$ cat src/rtl/fwd_hazard_unit.sv
// Forwarding and load-use interlock unit between ID and EX, tracking DEPTH stages.
// Define FWD_STALL_CNT_EN to add the stall_count stall-cycle counter port.
module fwd_hazard_unit #(
    parameter int DEPTH  = 3,
    parameter int DATA_W = 32,
    parameter int LAT_W  = 2,
    localparam int SEL_W = $clog2(DEPTH + 1)
) (
    input  logic                    clk,
    input  logic                    rst_n,
    input  logic                    id_valid,
    input  logic [4:0]              id_rs,
    input  logic [4:0]              id_rt,
    input  logic [DATA_W-1:0]       id_rs_data,
    input  logic [DATA_W-1:0]       id_rt_data,
    input  logic                    id_regwrite,
    input  logic [4:0]              id_dst,
    input  logic [LAT_W-1:0]        id_lat,
    input  logic                    flush,
    input  logic [DEPTH*DATA_W-1:0] stage_data,
    output logic [DATA_W-1:0]       src1_data,
    output logic [DATA_W-1:0]       src2_data,
    output logic [SEL_W-1:0]        fwd_sel1,
    output logic [SEL_W-1:0]        fwd_sel2,
    output logic                    stall
`ifdef FWD_STALL_CNT_EN
    ,
    output logic [31:0]             stall_count
`endif
);

    logic [DEPTH-1:0]            v_q;
    logic [DEPTH-1:0][4:0]       dst_q;
    logic [DEPTH-1:0][LAT_W-1:0] cnt_q;

    logic busy1;
    logic busy2;

    // Scan oldest to youngest so the youngest match overwrites older ones.
    always_comb begin
        fwd_sel1  = '0;
        fwd_sel2  = '0;
        src1_data = id_rs_data;
        src2_data = id_rt_data;
        busy1     = 1'b0;
        busy2     = 1'b0;
        for (int k = DEPTH - 1; k >= 0; k--) begin
            if (v_q[k] && dst_q[k] == id_rs && id_rs != 5'd0) begin
                fwd_sel1  = SEL_W'(k + 1);
                src1_data = stage_data[k*DATA_W +: DATA_W];
                busy1     = (cnt_q[k] != '0);
            end
            if (v_q[k] && dst_q[k] == id_rt && id_rt != 5'd0) begin
                fwd_sel2  = SEL_W'(k + 1);
                src2_data = stage_data[k*DATA_W +: DATA_W];
                busy2     = (cnt_q[k] != '0);
            end
        end
        stall = id_valid & (busy1 | busy2);
    end

    always_ff @(posedge clk or negedge rst_n) begin
        if (!rst_n) begin
            v_q   <= '0;
            dst_q <= '0;
            cnt_q <= '0;
        end else begin
            v_q[0]   <= id_valid & id_regwrite & ~stall & ~flush;
            dst_q[0] <= id_dst;
            cnt_q[0] <= id_lat;
            for (int k = 1; k < DEPTH; k++) begin
                v_q[k]   <= v_q[k-1];
                dst_q[k] <= dst_q[k-1];
                cnt_q[k] <= (cnt_q[k-1] == '0) ? '0
                          : cnt_q[k-1] - LAT_W'(1);
            end
        end
    end

`ifdef FWD_STALL_CNT_EN
    always_ff @(posedge clk or negedge rst_n) begin
        if (!rst_n) begin
            stall_count <= '0;
        end else if (stall) begin
            stall_count <= stall_count + 32'd1;
        end
    end
`endif

endmodule

$ cat config.mk
export PLATFORM = sky130hd
export DESIGN_NAME = fwd_hazard_unit
export DESIGN_NICKNAME = d
export VERILOG_FILES = /design/src/rtl/fwd_hazard_unit.sv
export SDC_FILE = /design/constraint.sdc
export NUM_CORES = 1
export LEC_CHECK = 0
export CAP_MARGIN = 20
export CELL_PAD_IN_SITES_DETAIL_PLACEMENT = 0
export CELL_PAD_IN_SITES_GLOBAL_PLACEMENT = 1
export CORE_ASPECT_RATIO = 1.5
export CORE_MARGIN = 2
export CORE_UTILIZATION = 22
export DETAILED_ROUTE_END_ITERATION = 10
export PLACE_DENSITY_LB_ADDON = 0.08
export RECOVER_POWER = 100
export SYNTH_ARGS = -nofsm -noshare
export SYNTH_HDL_FRONTEND = slang
export SYNTH_SLANG_ARGS = --single-unit
$ cat constraint.sdc
create_clock -name clk -period 2.7 [get_ports clk]
set_input_delay 0.27 -clock clk [delete_from_list [all_inputs] [get_ports clk]]
set_output_delay 0.27 -clock clk [all_outputs]
set_load 0.01 [all_outputs]
== Word-level counts from Yosys, hierarchy flattened ==
Index checks and enable logic that the tools add are counted.

* $add $sub $neg: 2
* Eq/ne operators: 6
* Multiplexer cells: 20
* Bitwise gates (word level): 7
* Reduce and logical (&&, ||, !) cells: 19

{| class="wikitable"
|+ Operator list
! kind !! count
|-
| two-way mux 32 bit || 6
|-
| == test 5 bit || 6
|-
| two-way mux 2 bit || 8
|-
| logical AND 1 bit || 12
|-
| nonzero test 5 bit || 2
|-
| two-way mux 1 bit || 6
|-
| nonzero test 2 bit || 3
|-
| bitwise AND 1 bit || 4
|-
| zero test 2 bit || 2
|-
| subtractor 2 x 1 -> 2 bit (second input constant) || 2
|-
| inverter 1 bit || 2
|-
| OR 1 bit || 1
|}

* Flip-flop bits (word level): 24
* Bits of input ports: 182
* Output and inout bits: 69
* Logic and storage cells: 61

== Longest topological paths before layout ==
Gate-level depths: netlist (run 1).

* Depth in word-level cells: 11
* Mapped depth: 8
* Mapped depth without buffers: 6

== Least setup slack after synthesis (run 1) ==
No wires, ideal clock.

* Path type: input port to output port
* From: input id_rt[1]
* To: output src2_data[3]
* Arrival time: 1.853 ns
* Required time: 2.430 ns
* Path slack: 0.577 ns
* Stages: 8
* Buffers on the path: 2
* Cells stage by stage: or4_1 -> nor2_2 -> nor3_1 -> buf_2 -> buf_4 -> mux2i_1 -> a211oi_1 -> a21o_1

* Longest elaborated chain between the ends: 6
* Elaborated cells between the ends (all ways): 13
* Those cells by class: 3 x eq/ne; 3 x mux; 7 x reduce/logical

{| class="wikitable"
|+ Ends and longest elaborated chain
! element !! RTL line !! text
|-
| start: declaration || 13 || <nowiki>input logic [4:0] id_rt,</nowiki>
|-
| == test 5 bit || 53 || <nowiki>if (v_q[k] && dst_q[k] == id_rt && id_rt != 5'd0) begin</nowiki>
|-
| logical AND 1 bit (2 in a row) || 53 ||
|-
| two-way mux 32 bit (2 in a row) || 53 ||
|-
| two-way mux 32 bit (*) || 53 ||
|-
| end: declaration || 22 || <nowiki>output logic [DATA_W-1:0] src2_data,</nowiki>
|}

Mark *: on every way between the ends. The rest lies on a longest branch, timed or not.

== Worst setup path in the final report (run 1) ==
* From: register dst_q[10] in the netlist's numbering
* To: output src2_data[25]

* Longest elaborated chain between the ends: 6

{| class="wikitable"
|+ Ends and longest elaborated chain
! element !! RTL line !! text
|-
| start: declaration || 33 || <nowiki>logic [DEPTH-1:0][4:0] dst_q;</nowiki>
|-
| start signal: indexed assignment || 73 || <nowiki>dst_q[k] <= dst_q[k-1];</nowiki>
|-
| == test 5 bit || 53 ||
|-
| logical AND 1 bit (2 in a row) || 53 ||
|-
| two-way mux 32 bit (3 in a row) || 53 ||
|}

Every way passes these cells.

==> out/results.txt, run 1 <==
Status = finished, violations left
Violated checks = setup timing
1st-pass router iterations = 4
Final nets = 897
Die ar. = 0.0153 mm²
Arr. time, crit path = 2460 ps
Vias = 4,531
Area growth syn-to-layout = 118%
R2R cell count = 10
Top Ports = 251
Initial DRC count = 121
Max_cap viols = 0
Post-Syn Instances = 423
Crit path launch = dst_q[10]
Die boundary width = 102 µm
Syn_nets = 605
WL/cell = 20.0 µm
Highest Clock Rate = 366 MHz
Syn Area/Cell = 7.45 µm²
Grt ovf = 0
DP Area = 0.00625 mm²
Slew margin rel. = 14.2%
Hold buffer count at CTS = 0
Crit end category = primary output
Final Hold Viols = 0
Synthesis-stage register bit count = 24
Worst-path maximum fanout = 6
Clk sinks = 24
LEAKAGE = 3.08 nW
First-pass GRT wire length = 25.3 mm
Synth cell types = 34
Commonest cells after routing, fill and taps aside = 163 x clkdlybuf4s50_1, 66 x a21o_1, 65 x nand2_1
Final Power = 0.00143 W
Reg clk slew, reported paths = 60 ps
Row count = 53
H-tree depth = 1
Crit path launch type = flop
Clock Latency Late Sink = 260 ps
DR DRC count = 0
WL final = 18.2 mm
RSZ-0062 raised after global routing = true
Vias in the first global route = 4,662
Fin cells = 907
WP data required = 2430 ps
Least-Margin Pin Slew = 1290 ps
Remaining antenna violation count = 0
Worst Hold Class = reg2reg
Root buffer cell = clkbuf_16
Setup Skew = 4.61 ps
Dpl hpwl = 13.0 mm
WHS = 429 ps
YS warnings = 0
Tcrit/Tclk final = 101%
Vias per cell = 5.00
Fillcell total = 1,385
Largest net degree at the start of global routing = 30
Power Density = 208 mW/mm²
Placed insts = 879
Setup ws final = -30.2 ps
Fin Setup TNS = -30.2 ps
Setup crit end = src2_data[25]
Crit Path Class = reg2out
Tmin final = 2730 ps
CORE AREA = 0.0140 mm²
Share of post-route cells with drive strength above 1 = 26.3%
Final Slew Violations = 0
CTS tree = built
CTS buffer count = 3
PortBufs = 250
Most common cell after layout, fill and taps aside = clkdlybuf4s50_1
Gp weighted congestion = 0.917
Initial Utilization = 22.5%
Reg2reg start = dst_q[10]
Worst-case vdd ir drop = 440 µV
FF-to-FF setup slack = 580 ps
Max Buffers Root-to-Sink = 2
Initial antenna violation count = 1
Setup-failing EPs final = 1
Post-route cell area = 0.00687 mm²
RR Endpoint = v_q[0]
Mapped Area = 0.00315 mm²
Die height = 151 µm
Total GRT Usage = 21.8%
Seq/Total Area, Yosys = 19.0%
[state kept, by name, indices dropped and copies added (netlist names)]
signal  cells
dst_q      15
cnt_q       6
v_q         3
[how the worst min path moves through the flow]
stage / startpoint / end / cells after the start
6_report: v_q[1] / v_q[2] / 0
5_1_grt: v_q[1] / v_q[2] / 0
4_1_cts: rst_n / cnt_q[2] / 2
3_5_place_dp: v_q[1] / v_q[2] / 0
3_3_place_gp: v_q[1] / v_q[2] / 0
2_1_floorplan: rst_n / cnt_q[0] / 0
[cells in the mapped netlist, drive strengths merged]
cell type	n	share of area, %
a211oi	32	7.6
nor2b	2	0.40
a21o	66	16
mux2i	34	11
a21oi	2	0.32
nand3	1	0.16
o22ai	1	0.20
xnor2	22	6.1
nor4	3	0.99
and2	3	0.60
dfrtp	24	19
nand2	67	8.0
a311oi	32	8.9
nand4	6	1.2
nor2	66	8.2
o221ai	1	0.48
clkbuf	16	1.9
or3	1	0.20
buf	25	4.6
inv	1	0.12
o21ai	1	0.16
nor3	3	0.63
nor4b	1	0.28
xor2	8	2.2
or2	1	0.20
or4	4	1.1
[what timing repair did]
| action | CTS | global route |
|---|---|---|
| gates resized for setup | 191 | 81 |
| cloned | 5 | 4 |
| buffers inserted | 8 | 7 |
| pin swaps | 26 | 22 |
| setup endpoints to repair | 69 | 66 |
[routing by layer]
metal	vias up	track usage, %	wire (µm)
met2	204	43.4	10100
met5	-	0	0
met3	36	2.27	1040
li1	2126	-	-
met1	2165	22.3	6410
met4	0	8.51	637
[where the power goes]
| group | leakage, nW | total [W] | switching, W | internal (W) |
|---|---|---|---|---|
| Clock | 0.0442 | 0.000348 | 0.000121 | 0.000226 |
| Sequential | 0.291 | 0.000395 | 0.0000179 | 0.000377 |
| Combinational | 2.75 | 0.000687 | 0.000252 | 0.000436 |
[final cells by class]
type | count | area (µm²) | area share (%)
inverters | 1 | 3.75 | 0.0546
well taps | 192 | 240 | 3.50
clock buffers | 4 | 88.8 | 1.29
diodes | 1 | 2.50 | 0.0364
flip-flops and latches | 24 | 601 | 8.74
repair buffers | 328 | 3220 | 46.8
multi-input cells | 357 | 2720 | 39.6
[metrics by stage]
step / setup WS, ps / utilization [%]
2_1_floorplan: 577 / -
3_3_place_gp: -637 / 44.6
3_5_place_dp: -671 / 44.6
4_1_cts: -23.8 / 48.1
5_1_grt: -106 / 49.1
6_report: -30.2 / 49.1
[critical path: stages (launching register included)]
cell and delay, ps:
dfrtp_1 390, xnor2_1 190, nand4_1 270, nor3_4 220
buf_6 180, bufbuf_16 280, mux2i_1 210, a211oi_2 90
a21o_1 160, clkdlybuf4s15_2 210
[cells by family after synthesis]
family	Yosys count	share of synthesized area, %
compound gates	135	33.4
simple gates	158	21.9
mux	34	10.8
buf+inv	42	6.59
flops	24	19.0
xor+xnor	30	8.33
Note: power is estimated with default switching activity, not from simulation.
==> run 2: changes to the inputs <==
--- a/config.mk
+++ b/config.mk
@@ -14,6 +14,7 @@
 export DETAILED_ROUTE_END_ITERATION = 10
 export PLACE_DENSITY_LB_ADDON = 0.08
 export RECOVER_POWER = 100
+export SLEW_MARGIN = 20
 export SYNTH_ARGS = -nofsm -noshare
 export SYNTH_HDL_FRONTEND = slang
 export SYNTH_SLANG_ARGS = --single-unit
==> results of run 2 <==
The final DEF is identical to that of run 1; final timing and power are the same.
==> run 3: changes to the inputs <==
--- a/config.mk
+++ b/config.mk
@@ -14,6 +14,7 @@
 export DETAILED_ROUTE_END_ITERATION = 10
 export PLACE_DENSITY_LB_ADDON = 0.08
 export RECOVER_POWER = 100
+export SKIP_LAST_GASP = 1
 export SLEW_MARGIN = 20
 export SYNTH_ARGS = -nofsm -noshare
 export SYNTH_HDL_FRONTEND = slang
==> run 3 against run 2 <==
The run now ends clean. Critical path depth decreased by 2. Critical endpoint is now src2_data[16]. Clock power about the same. Register-to-register slack improved by 90 ps. Core utilization increased by 0.63 points.
==> out/results.txt, run 3 (synthesized netlist as in run 1, its figures left out) <==
Status = completed
Fin cells = 906 (-0.11%)
Area growth syn-to-layout = 121%
Max_cap viols = 0 (unchanged)
WL final = 18.3 mm (+0.94%)
Row count = 53 (unchanged)
Total GRT Usage = 21.8% (+0.038 points)
Clock Latency Late Sink = 260 ps (about the same)
WL/cell = 20.2 µm (+1.0%)
Die boundary width = 102 µm (unchanged)
Number of flip-flops in the largest register = 15 (unchanged)
Crit end category = primary output
Crit path launch type = flop
Top Ports = 251 (unchanged)
Root buffer cell = clkbuf_16
LEAKAGE = 3.10 nW (+0.59%)
CTS tree = built
Setup Skew = 4.72 ps (+0.114 ps)
Initial Utilization = 22.5% (unchanged)
H-tree depth = 1 (unchanged)
Setup-failing EPs final = 0 (-1)
Initial DRC count = 147 (+21%)
Initial antenna violation count = 1 (unchanged)
Worst Hold Class = reg2reg
Grt ovf = 0 (unchanged)
Most flops, register = dst_q
Max Buffers Root-to-Sink = 2 (unchanged)
Vias per cell = 4.99 (about the same)
Tcrit/Tclk final = 99.7% (-1.5 points)
Worst-case vdd ir drop = 440 µV (about the same)
Tmin final = 2690 ps (-39.6 ps)
Highest Clock Rate = 372 MHz (+1.5%)
Remaining antenna violation count = 0 (unchanged)
Fin util = 49.7% (+0.63 points)
Final Hold Viols = 0 (unchanged)
Placed insts = 879 (unchanged)
Crit Path Class = reg2out
WP data required = 2430 ps (about the same)
Hold buffer count at CTS = 0 (unchanged)
RSZ-0062 raised after global routing = true
Most common cell after layout, fill and taps aside = clkdlybuf4s50_1
Commonest cells after routing, fill and taps aside = 163 x clkdlybuf4s50_1, 66 x nand2_1, 66 x a21o_1
PortBufs = 250 (unchanged)
Power Density = 207 mW/mm² (-0.68%)
Reg clk slew, reported paths = 60 ps (about the same)
Min-Delay Path Depth = 0 (unchanged)
Arr. time, crit path = 2420 ps (-40 ps)
Vias in the first global route = 4,666 (+0.086%)
Gp weighted congestion = 0.917 (unchanged)
1st-pass router iterations = 4 (unchanged)
First-pass GRT wire length = 25.3 mm (+0.16%)
Top Registers = dst_q (15), cnt_q (6), v_q (3)
Least-Margin Pin Slew = 1290 ps (+1.91 ps)
Worst-path maximum fanout = 18 (+12)
Final Slew Violations = 0 (unchanged)
CORE AREA = 0.0140 mm² (unchanged)
Clk sinks = 24 (unchanged)
Share of post-route cells with drive strength above 1 = 25.2% (-1.1 points)
Vias = 4,522 (-0.20%)
Fillcell total = 1,384 (-0.072%)
Die height = 151 µm (unchanged)
CTS buffer count = 3 (unchanged)
Final nets = 896 (-0.11%)
R2R cell count = 7 (-3)
Slew margin rel. = 14.1% (-0.13 points)
Largest net degree at the start of global routing = 30 (unchanged)
DR DRC count = 0 (unchanged)
Die ar. = 0.0153 mm² (unchanged)
Dpl hpwl = 13.0 mm (unchanged)
==> run 3: changes by cell type in the layout (fill, tap and decap cells not counted), sizes merged <==
cell / before / now
buf: 81 / 80
dlygate4sd2: 20 / 36
clkbuf: 37 / 21
clkdlybuf4s15: 20 / 21
bufbuf: 3 / 2
==> run 3: through the flow <==
step | cell area, µm² | power (W) | setup slack [ps] | hold slack [ps] | TNS [ps]
2_1_floorplan | 3150 | 0.000602 | 577 | -25.6 | 0
3_5_place_dp | 6250 | 0.00109 | -671 | 416 | -36290
6_report | 6960 | 0.00144 | 9.39 | 427 | 0
5_1_grt | 6960 | 0.00151 | -86.7 | 434 | -1520
3_3_place_gp | 6250 | 0.00109 | -637 | 416 | -35240
4_1_cts | 6730 | 0.00144 | -51.9 | 379 | -239
==> run 3: timing repair <==
action / 4_1_cts / 5_1_grt
resized for setup: 184 / 63
buffers inserted: 8 / 5
cloned: 5 / 6
pin swaps: 26 / 23
setup endpoints to repair: 69 / 65
==> run 3: path summary, 6_finish.rpt <==
kind	to	slack (ps)	from
max	src2_data[16]	9	dst_q[7]
min in group asynchronous	cnt_q[0]	810	rst_n
max reg2reg	v_q[0]	670	dst_q[7]
min reg2reg	v_q[2]	430	v_q[1]
min	v_q[2]	430	v_q[1]
max in group asynchronous	dst_q[4]	1130	rst_n
==> run 3: report_power, final <==
group          leakage [nW]  switching [W]  internal [W]
clock                0.0442       0.000121      0.000226
combinational          2.77       0.000253      0.000443
sequential            0.291      0.0000178      0.000377
total                  3.10       0.000392       0.00105
==> run 3: routing by layer <==
| layer | vias to the layer above | GRT usage (%) | part of all wire (%) |
|---|---|---|---|
| li1 | 2123 | - | - |
| met1 | 2198 | 22.4 | 36 |
| met2 | 164 | 43.5 | 56 |
| met3 | 37 | 2.27 | 5.3 |
| met4 | 0 | 8.51 | 3.4 |
| met5 | - | 0 | 0 |
==> run 3: worst max-delay path, cell delays in order, from the launching register on <==
cell	delay [ps]
dfrtp_1	430
xnor2_1	190
nand4_1	110
or4_4	560
buf_6	220
a211oi_1	270
a21o_1	110
dlygate4sd2_1	260
==> run 3: area by class of cell <==
cell class / instances / area (µm²) / area share (%)
tap: 192 / 240 / 3.45
sequential: 24 / 601 / 8.63
timing repair buffer: 327 / 3270 / 46.9
antenna: 1 / 2.50 / 0.0360
clock buffer: 4 / 88.8 / 1.28
inverter: 1 / 3.75 / 0.0539
multi-input combinational: 357 / 2760 / 39.6
